File: src/rtl/alu_sequencer_pkg.sv
// Shared types for the 32-bit ALU sequencer: operation codes, external ALU
// select codes and the FSM state encoding.
package alu_sequencer_pkg;

  typedef enum logic [2:0] {
    OpAdd = 3'd0,
    OpSub = 3'd1,
    OpAnd = 3'd2,
    OpOr  = 3'd3,
    OpXor = 3'd4,
    OpNot = 3'd5,
    OpInc = 3'd6,
    OpDec = 3'd7
  } op_e;

  typedef enum logic [2:0] {
    SelAdd = 3'd0,
    SelSub = 3'd1,
    SelAnd = 3'd2,
    SelOr  = 3'd3,
    SelXor = 3'd4,
    SelNot = 3'd5,
    SelInc = 3'd6,
    SelDec = 3'd7
  } alu_sel_e;

  typedef enum logic [2:0] {
    StIdle = 3'd0,
    StLo   = 3'd1,
    StGap  = 3'd2,
    StHi   = 3'd3,
    StDone = 3'd4
  } state_e;

endpackage

File: src/rtl/alu_sequencer.sv
// Runs a 32-bit operation as two 16-bit passes through an external ALU,
// with a mandatory enable-low gap so the ALU sees a fresh enable edge.
module alu_sequencer
  import alu_sequencer_pkg::*;
#(
  parameter int unsigned GAP_CYCLES = 1
) (
  input  logic        clk,
  input  logic        reset,
  input  logic        start,
  input  logic [2:0]  op,
  input  logic [31:0] a,
  input  logic [31:0] b,
  output logic [15:0] alu_in_1,
  output logic [15:0] alu_in_2,
  output logic [2:0]  alu_select,
  output logic        alu_enable,
  output logic        alu_carry_in,
  input  logic [15:0] alu_data,
  input  logic        alu_carry_out,
  output logic [31:0] result,
  output logic        carry,
  output logic        zero,
  output logic        busy,
  output logic        done
);

  localparam logic [1:0] GapLast = 2'(GAP_CYCLES - 1);

  state_e      state_q, state_d;
  logic [1:0]  gap_q, gap_d;
  op_e         op_q;
  logic [31:0] a_q, b_q;
  logic [15:0] lo_q;
  logic        c_lo_q;
  logic [31:0] result_q;
  logic        carry_q, zero_q;
  logic        is_arith, hi_phase;
  logic [15:0] b_half;

  assign is_arith = op_q inside {OpAdd, OpSub, OpInc, OpDec};

  always_ff @(posedge clk or posedge reset) begin
    if (reset) begin
      state_q  <= StIdle;
      gap_q    <= '0;
      op_q     <= OpAdd;
      a_q      <= '0;
      b_q      <= '0;
      lo_q     <= '0;
      c_lo_q   <= 1'b0;
      result_q <= '0;
      carry_q  <= 1'b0;
      zero_q   <= 1'b0;
    end else begin
      state_q <= state_d;
      gap_q   <= gap_d;
      if (state_q == StIdle && start) begin
        a_q  <= a;
        b_q  <= b;
        op_q <= op_e'(op);
      end
      if (state_q == StLo) begin
        lo_q   <= alu_data;
        c_lo_q <= alu_carry_out;
      end
      // Both halves commit together so the visible result holds until completion.
      if (state_q == StHi) begin
        result_q <= {alu_data, lo_q};
        carry_q  <= is_arith ? alu_carry_out : 1'b0;
        zero_q   <= ({alu_data, lo_q} == 32'd0);
      end
    end
  end

  always_comb begin
    state_d = state_q;
    gap_d   = gap_q;
    unique case (state_q)
      StIdle: if (start) state_d = StLo;
      StLo: begin
        state_d = StGap;
        gap_d   = '0;
      end
      StGap: begin
        if (gap_q == GapLast) state_d = StHi;
        else                  gap_d   = gap_q + 2'd1;
      end
      StHi:    state_d = StDone;
      StDone:  state_d = StIdle;
      default: state_d = StIdle;
    endcase
  end

  always_comb begin
    alu_enable   = (state_q == StLo) || (state_q == StHi);
    hi_phase     = (state_q == StHi);
    b_half       = hi_phase ? b_q[31:16] : b_q[15:0];
    alu_in_1     = '0;
    alu_in_2     = '0;
    alu_select   = SelAdd;
    alu_carry_in = 1'b0;
    if (alu_enable) begin
      alu_in_1 = hi_phase ? a_q[31:16] : a_q[15:0];
      unique case (op_q)
        OpAdd: begin
          alu_in_2     = b_half;
          alu_carry_in = hi_phase ? c_lo_q : 1'b0;
        end
        OpSub: begin
          alu_in_2     = ~b_half;
          alu_carry_in = hi_phase ? c_lo_q : 1'b1;
        end
        OpInc: begin
          alu_in_2     = 16'h0000;
          alu_carry_in = hi_phase ? c_lo_q : 1'b1;
        end
        OpDec: begin
          alu_in_2     = 16'hFFFF;
          alu_carry_in = hi_phase ? c_lo_q : 1'b0;
        end
        OpAnd: begin
          alu_select = SelAnd;
          alu_in_2   = b_half;
        end
        OpOr: begin
          alu_select = SelOr;
          alu_in_2   = b_half;
        end
        OpXor: begin
          alu_select = SelXor;
          alu_in_2   = b_half;
        end
        OpNot: begin
          alu_select = SelNot;
          alu_in_2   = b_half;
        end
        default: alu_in_2 = '0;
      endcase
    end
  end

  assign result = result_q;
  assign carry  = carry_q;
  assign zero   = zero_q;
  assign busy   = (state_q != StIdle);
  assign done   = (state_q == StDone);

endmodule

File: config.mk
export PLATFORM = sky130hd
export DESIGN_NAME = alu_sequencer
export DESIGN_NICKNAME = d
export VERILOG_FILES = /design/src/rtl/alu_sequencer_pkg.sv /design/src/rtl/alu_sequencer.sv
export SDC_FILE = /design/constraint.sdc
export NUM_CORES = 1
export LEC_CHECK = 0
export CAP_MARGIN = 0
export CORE_MARGIN = 2
export CORE_UTILIZATION = 48
export DETAILED_ROUTE_END_ITERATION = 12
export PLACE_DENSITY_LB_ADDON = 0.2
export SLEW_MARGIN = 40
export SYNTH_ARGS = -nofsm -noshare
export SYNTH_HDL_FRONTEND = slang
export SYNTH_SLANG_ARGS = --single-unit
File: constraint.sdc
create_clock -name clk -period 6.2 [get_ports clk]
set_input_delay 1.86 -clock clk [delete_from_list [all_inputs] [get_ports clk]]
set_output_delay 1.86 -clock clk [all_outputs]
set_load 0.02 [all_outputs]
; ---- After elaboration in Yosys (flattened, before gate mapping)
; Index checks and enable logic that the tools add are counted.
; Widths: inputs -> output; s select.
[totals]
elab_cells = 57
romBits = 0
out_inout_bits = 73
n_memories = 0
latch_bits = 0
reg_bits = 123
ramBits = 0
inputBits = 87
[classes]
shift = 0
n_addsub = 1
div = 0
mul = 0
eq_ne = 14
reduce_logical = 14
n_lt_le_gt_ge = 0
mux = 17
bitwise = 1
[ops]
columns = operator, n
row1 = $mux 16, 4
row2 = $pmux 16 s4, 1
row3 = $logic_not 32->1, 1
row4 = $pmux 3 s4, 2
row5 = $not 16->16, 1
row6 = $eq 3x3->1 const B, 5
row7 = $eq 3x2->1 const B, 4
row8 = $mux 3, 3
row9 = $eq 3x1->1 const B, 2
row10 = $logic_not 3->1, 2
row11 = $ne 2x2->1 const B, 3
row12 = $reduce_or 5->1, 1
row13 = $mux 1, 4
row14 = $pmux 2 s2, 1
row15 = $reduce_and 2->1, 2
row16 = $reduce_bool 4->1, 1
row17 = $reduce_or 2->1, 2
row18 = $reduce_bool 3->1, 1
row19 = $add 2x1->2 const B, 1
row20 = $logic_not 2->1, 1
row21 = $mux 2, 1
row22 = $pmux 1 s2, 1
row23 = $reduce_bool 2->1, 1
row24 = $logic_and 1x1->1, 1
row25 = $logic_or 1x1->1, 1

; ---- Depth between registers and ports, before layout
[depth]
ltp_word = 5
mapped_depth = 7
mapped_depth_nobuf = 6

; ---- Least setup slack after synthesis
; Ideal clock, no wire load.
[synth_path]
kind = register -> output
from = reg state_q[2]
to = out alu_in_2[2]
path_stages_with_launch = 7
path_slack_ns = 2.456
path_buffers = 1
arrival_time_ns = 1.884
required_time_ns = 4.340
cell_sequence = dfrtp_1 nand3b_2 inv_2 buf_6 mux2i_2 mux2i_1 a211oi_1
[synth_between]
elab_chain_cells = 5
word_cells_on_any_way = 7
classes_between = eq/ne (2) / mux (3) / bitwise (1) / reduce/logical (1)
[synth_rtl]
columns = element, line_no
row1 = "start, declared", alu_sequencer.sv:30  ; state_e state_q, state_d;
row2 = "start signal, assigned", alu_sequencer.sv:45  ; state_q <= StIdle;
row3 = "start signal, assigned", alu_sequencer.sv:56  ; state_q <= state_d;
row4 = $eq 3x2->1, "alu_sequencer.sv:96, alu_sequencer.sv:97"
row5 = $mux 16, alu_sequencer.sv:98  ; b_half = hi_phase ? b_q[31:16] : b_q[15:0];
row6 = $not 16->16, alu_sequencer.sv:111  ; alu_in_2 = ~b_half;
row7 = $pmux 16 s4, alu_sequencer.sv:105  ; unique case (op_q)
row8 = $mux 16 (*), alu_sequencer.sv:103  ; if (alu_enable) begin
row9 = "end, declared", alu_sequencer.sv:15  ; output logic [15:0] alu_in_2,
; Every way passes the cells marked *; elsewhere a longest branch is shown, timed or not.

; ---- Final worst setup path
[layout_path]
from = reg state_q[2]
to = out alu_carry_in
[layout_between]
elab_chain_cells = 4
word_cells_on_any_way = 7
classes_between = eq/ne (2) / mux (4) / reduce/logical (1)
[layout_rtl]
columns = element, line_no
row1 = $eq 3x2->1, "alu_sequencer.sv:96, alu_sequencer.sv:97"
row2 = "$mux 1, on equally long branches", --
row3 = $pmux 1 s2, alu_sequencer.sv:105
row4 = $mux 1 (*), alu_sequencer.sv:103
row5 = "end, declared", alu_sequencer.sv:18  ; output logic alu_carry_in,
; Marked as above.

==> flow_summary.yaml <==
setup_path:
  cp-start-kind: "flip-flop"
  path_class: "reg2out"
  cp_max_fo: 34
  cp.arrival_ns: 3.12
  crit_required_ns: 4.34
  rr_worst_depth: 6
  crit_path_end_kind: "output port"
sta:
  finalSetupTns_ns: 0
  period_share: 0.8039
  worst_pin_slew_ns: 0.7457
  fmax_mhz: 200.6
  fin_skew_ns: 0.006191
  grt_setup_unrepaired: "no"
  min_period_ns: 4.984
  relSlewSlack: 0.5028
  finalSetupViolCount: 0
  slew_viol_final: 0
  hold_viol_final: 0
global_routing:
  grt.busiest_layer: "met2"
  use_met2: 0.3501
  grt_pass1_vias: 4407
  met1_usage: 0.2750
  antenna_found_initial: 0
  grt_start_max_net_pins: 75
  grt_pass1_wl_um: 21870
  grt_usage: 0.2186
  grt_use_met3: 0.07492
  gr-total-overflow: 0
power:
  power_leakage_nw: 3.480
  ir_drop_mv: 0.3274
  p_per_area_mw_per_mm2: 578.3
yosys:
  synthCells: 468
  synthArstFlopShare: 1.000
  syn_area_mm2: 0.005754
  post_synth_num_cell_types: 38
  ys_seq_area_frac: 0.5349
  synth-seq-cells: 123
  ys.flop_type: "dfrtp_1"
  synth_edf_count: 0
  syn_nets: 556
  avgSynthCellArea_um2: 12.30
  yosysWarnings: 0
run:
  cap_violations: 0
placement:
  hpwl_um: 9136
  io_buffer_count: 159
  globalplace.congestion: 0.8019
floorplan:
  core_area_mm2: 0.01156
  start_util: 0.4976
  dieHeight_um: 113.5
  die_w_um: 113.5
  ios: 160
  row_count: 39
  die_area_mm2: 0.01288
clocking:
  clockRootBuffer: "clkbuf_16"
  post-cts-setup-buffers: 0
  cts.sinks: 123
  cts_resized: 0
  cts_buffers: 17
  htreeDepth: 4
  clockBufferDepth: 2
  insertion_delay_ns: 0.41
  tritoncts: "yes"
  clk_pin_slew_ns: 0.05
  hold_buffers: 0
route:
  routed_wl_um: 13310
  firstDrtPassIters: 4
  drc: 0
  first_iter_violations: 274
  vias: 4179
  final_antenna_net_count: 0
  avgViaCountPerCell: 5.351
  wl_per_cell_um: 17.04
finish:
  register_area_mm2: 0.003078
  final_core_util: 0.6868
  nNetsFinal: 713
  antenna_cells: 0
  syn2layout_area_growth_pct: 38.03
  drive_gt1_frac: 0.2085
  multi_input_area_mm2: 0.002457
  fill_cells: 841
hold_path:
  hold_path_class: "reg2reg"
  min_delay_path_depth: 2
status:
  status: "finished, final reports clean"
[worst paths after layout]
kind	slack, ns	start	endpoint
hold reg to reg	0.47	result[4]	result[4]
min in group asynchronous	1.93	reset	result[23]
max in group asynchronous	3.42	reset	lo_q[10]
setup / recovery	1.22	state_q[2]	alu_carry_in
hold / removal	0.47	result[4]	result[4]
setup reg to reg	3.61	state_q[1]	op_q[0]
[critical path, stage by stage (launching register included)]
cell and delay [ns]:
dfrtp_1 0.43, nand3b_2 0.25, inv_2 0.49, buf_4 0.45, o21ai_0 0.13, a221oi_1 0.28, clkdlybuf4s50_1 0.69
[layout by cell type (no fill, tap or decap), types with 7 or more instances in the layout]
master,n
a211oi_1,16
clkbuf_1,7
clkbuf_16,17
clkdlybuf4s50_1,159
dfrtp_1,123
mux2_2,53
mux2_4,30
mux2i_1,39
mux2i_2,7
nand2_1,104
nor2_1,22
nor4_1,8
[power breakdown]
group / internal [mW] / total, mW / switching, mW / leakage (nW)
Combinational: 1.15 / 2.22 / 1.08 / 1.75
Sequential: 1.21 / 1.47 / 0.268 / 1.48
Clock: 0.559 / 0.897 / 0.338 / 0.251
Total: 2.91 / 4.59 / 1.68 / 3.48
[layout make-up]
| class | instances | area share |
|---|---|---|
| repair buffers | 166 | 0.2095 |
| clock inverters | 7 | 0.008507 |
| inverters | 7 | 0.003938 |
| multi-input cells | 310 | 0.3094 |
| clock buffers | 25 | 0.05860 |
| well taps | 143 | 0.02253 |
| flip-flops and latches | 123 | 0.3875 |
[metal layers]
metal | routed length (µm) | vias up
met3 | 1094 | 23
met2 | 6361 | 167
met5 | 0 | -
li1 | - | 1922
met4 | 254 | 0
met1 | 5597 | 2067
[cell families (layout without fill, tap and decap cells)]
group | Yosys count | after routing | share of synthesized area
xor gates and xnor gates | 1 | 1 | 0.001522
buffers and inverters | 35 | 205 | 0.04001
adders and majority gates | 1 | 1 | 0.002174
DFF | 123 | 123 | 0.5349
AOI/OAI and AO/OA | 28 | 28 | 0.03414
and+or+nand+nor | 148 | 148 | 0.1089
muxes | 132 | 132 | 0.2783
[state kept, by name, summed over array words and instances, names as in the netlist]
name and count:
a_q 32, b_q 32, c_lo_q 1, carry 1, gap_q 2, lo_q 16
op_q 3, result 32, state_q 3, zero 1
[synthesized netlist by cell type, drive strengths merged, types with 2 or more instances]
library cell	count	area [µm²]
nand4	2	12.51
buf	19	170.2
a211oi	16	120.1
nor2	24	100.1
mux2i	49	554.3
nor3b	2	15.01
inv	7	26.27
nand2b	4	25.02
o21ai	6	30.02
clkbuf	9	33.78
dfrtp	123	3078
mux2	83	1047
nand2	104	390.4
nor4	8	50.05
[per-stage QoR]
step           cell area (µm²)  instances  hold slack, ns  power [mW]  setup WS, ns
3_3_place_gp              7381        748          0.4595       3.627         1.557
3_5_place_dp              7410        749          0.4622       3.709         1.593
4_1_cts                   7943        781          0.4757       4.633         1.160
6_report                  7943        781          0.4701       4.593         1.216
5_1_grt                   7943        781          0.4989       4.861        0.9698
2_1_floorplan             5754        468          0.4490       2.948         1.069
No activity file was read; power rests on OpenSTA's default activity.
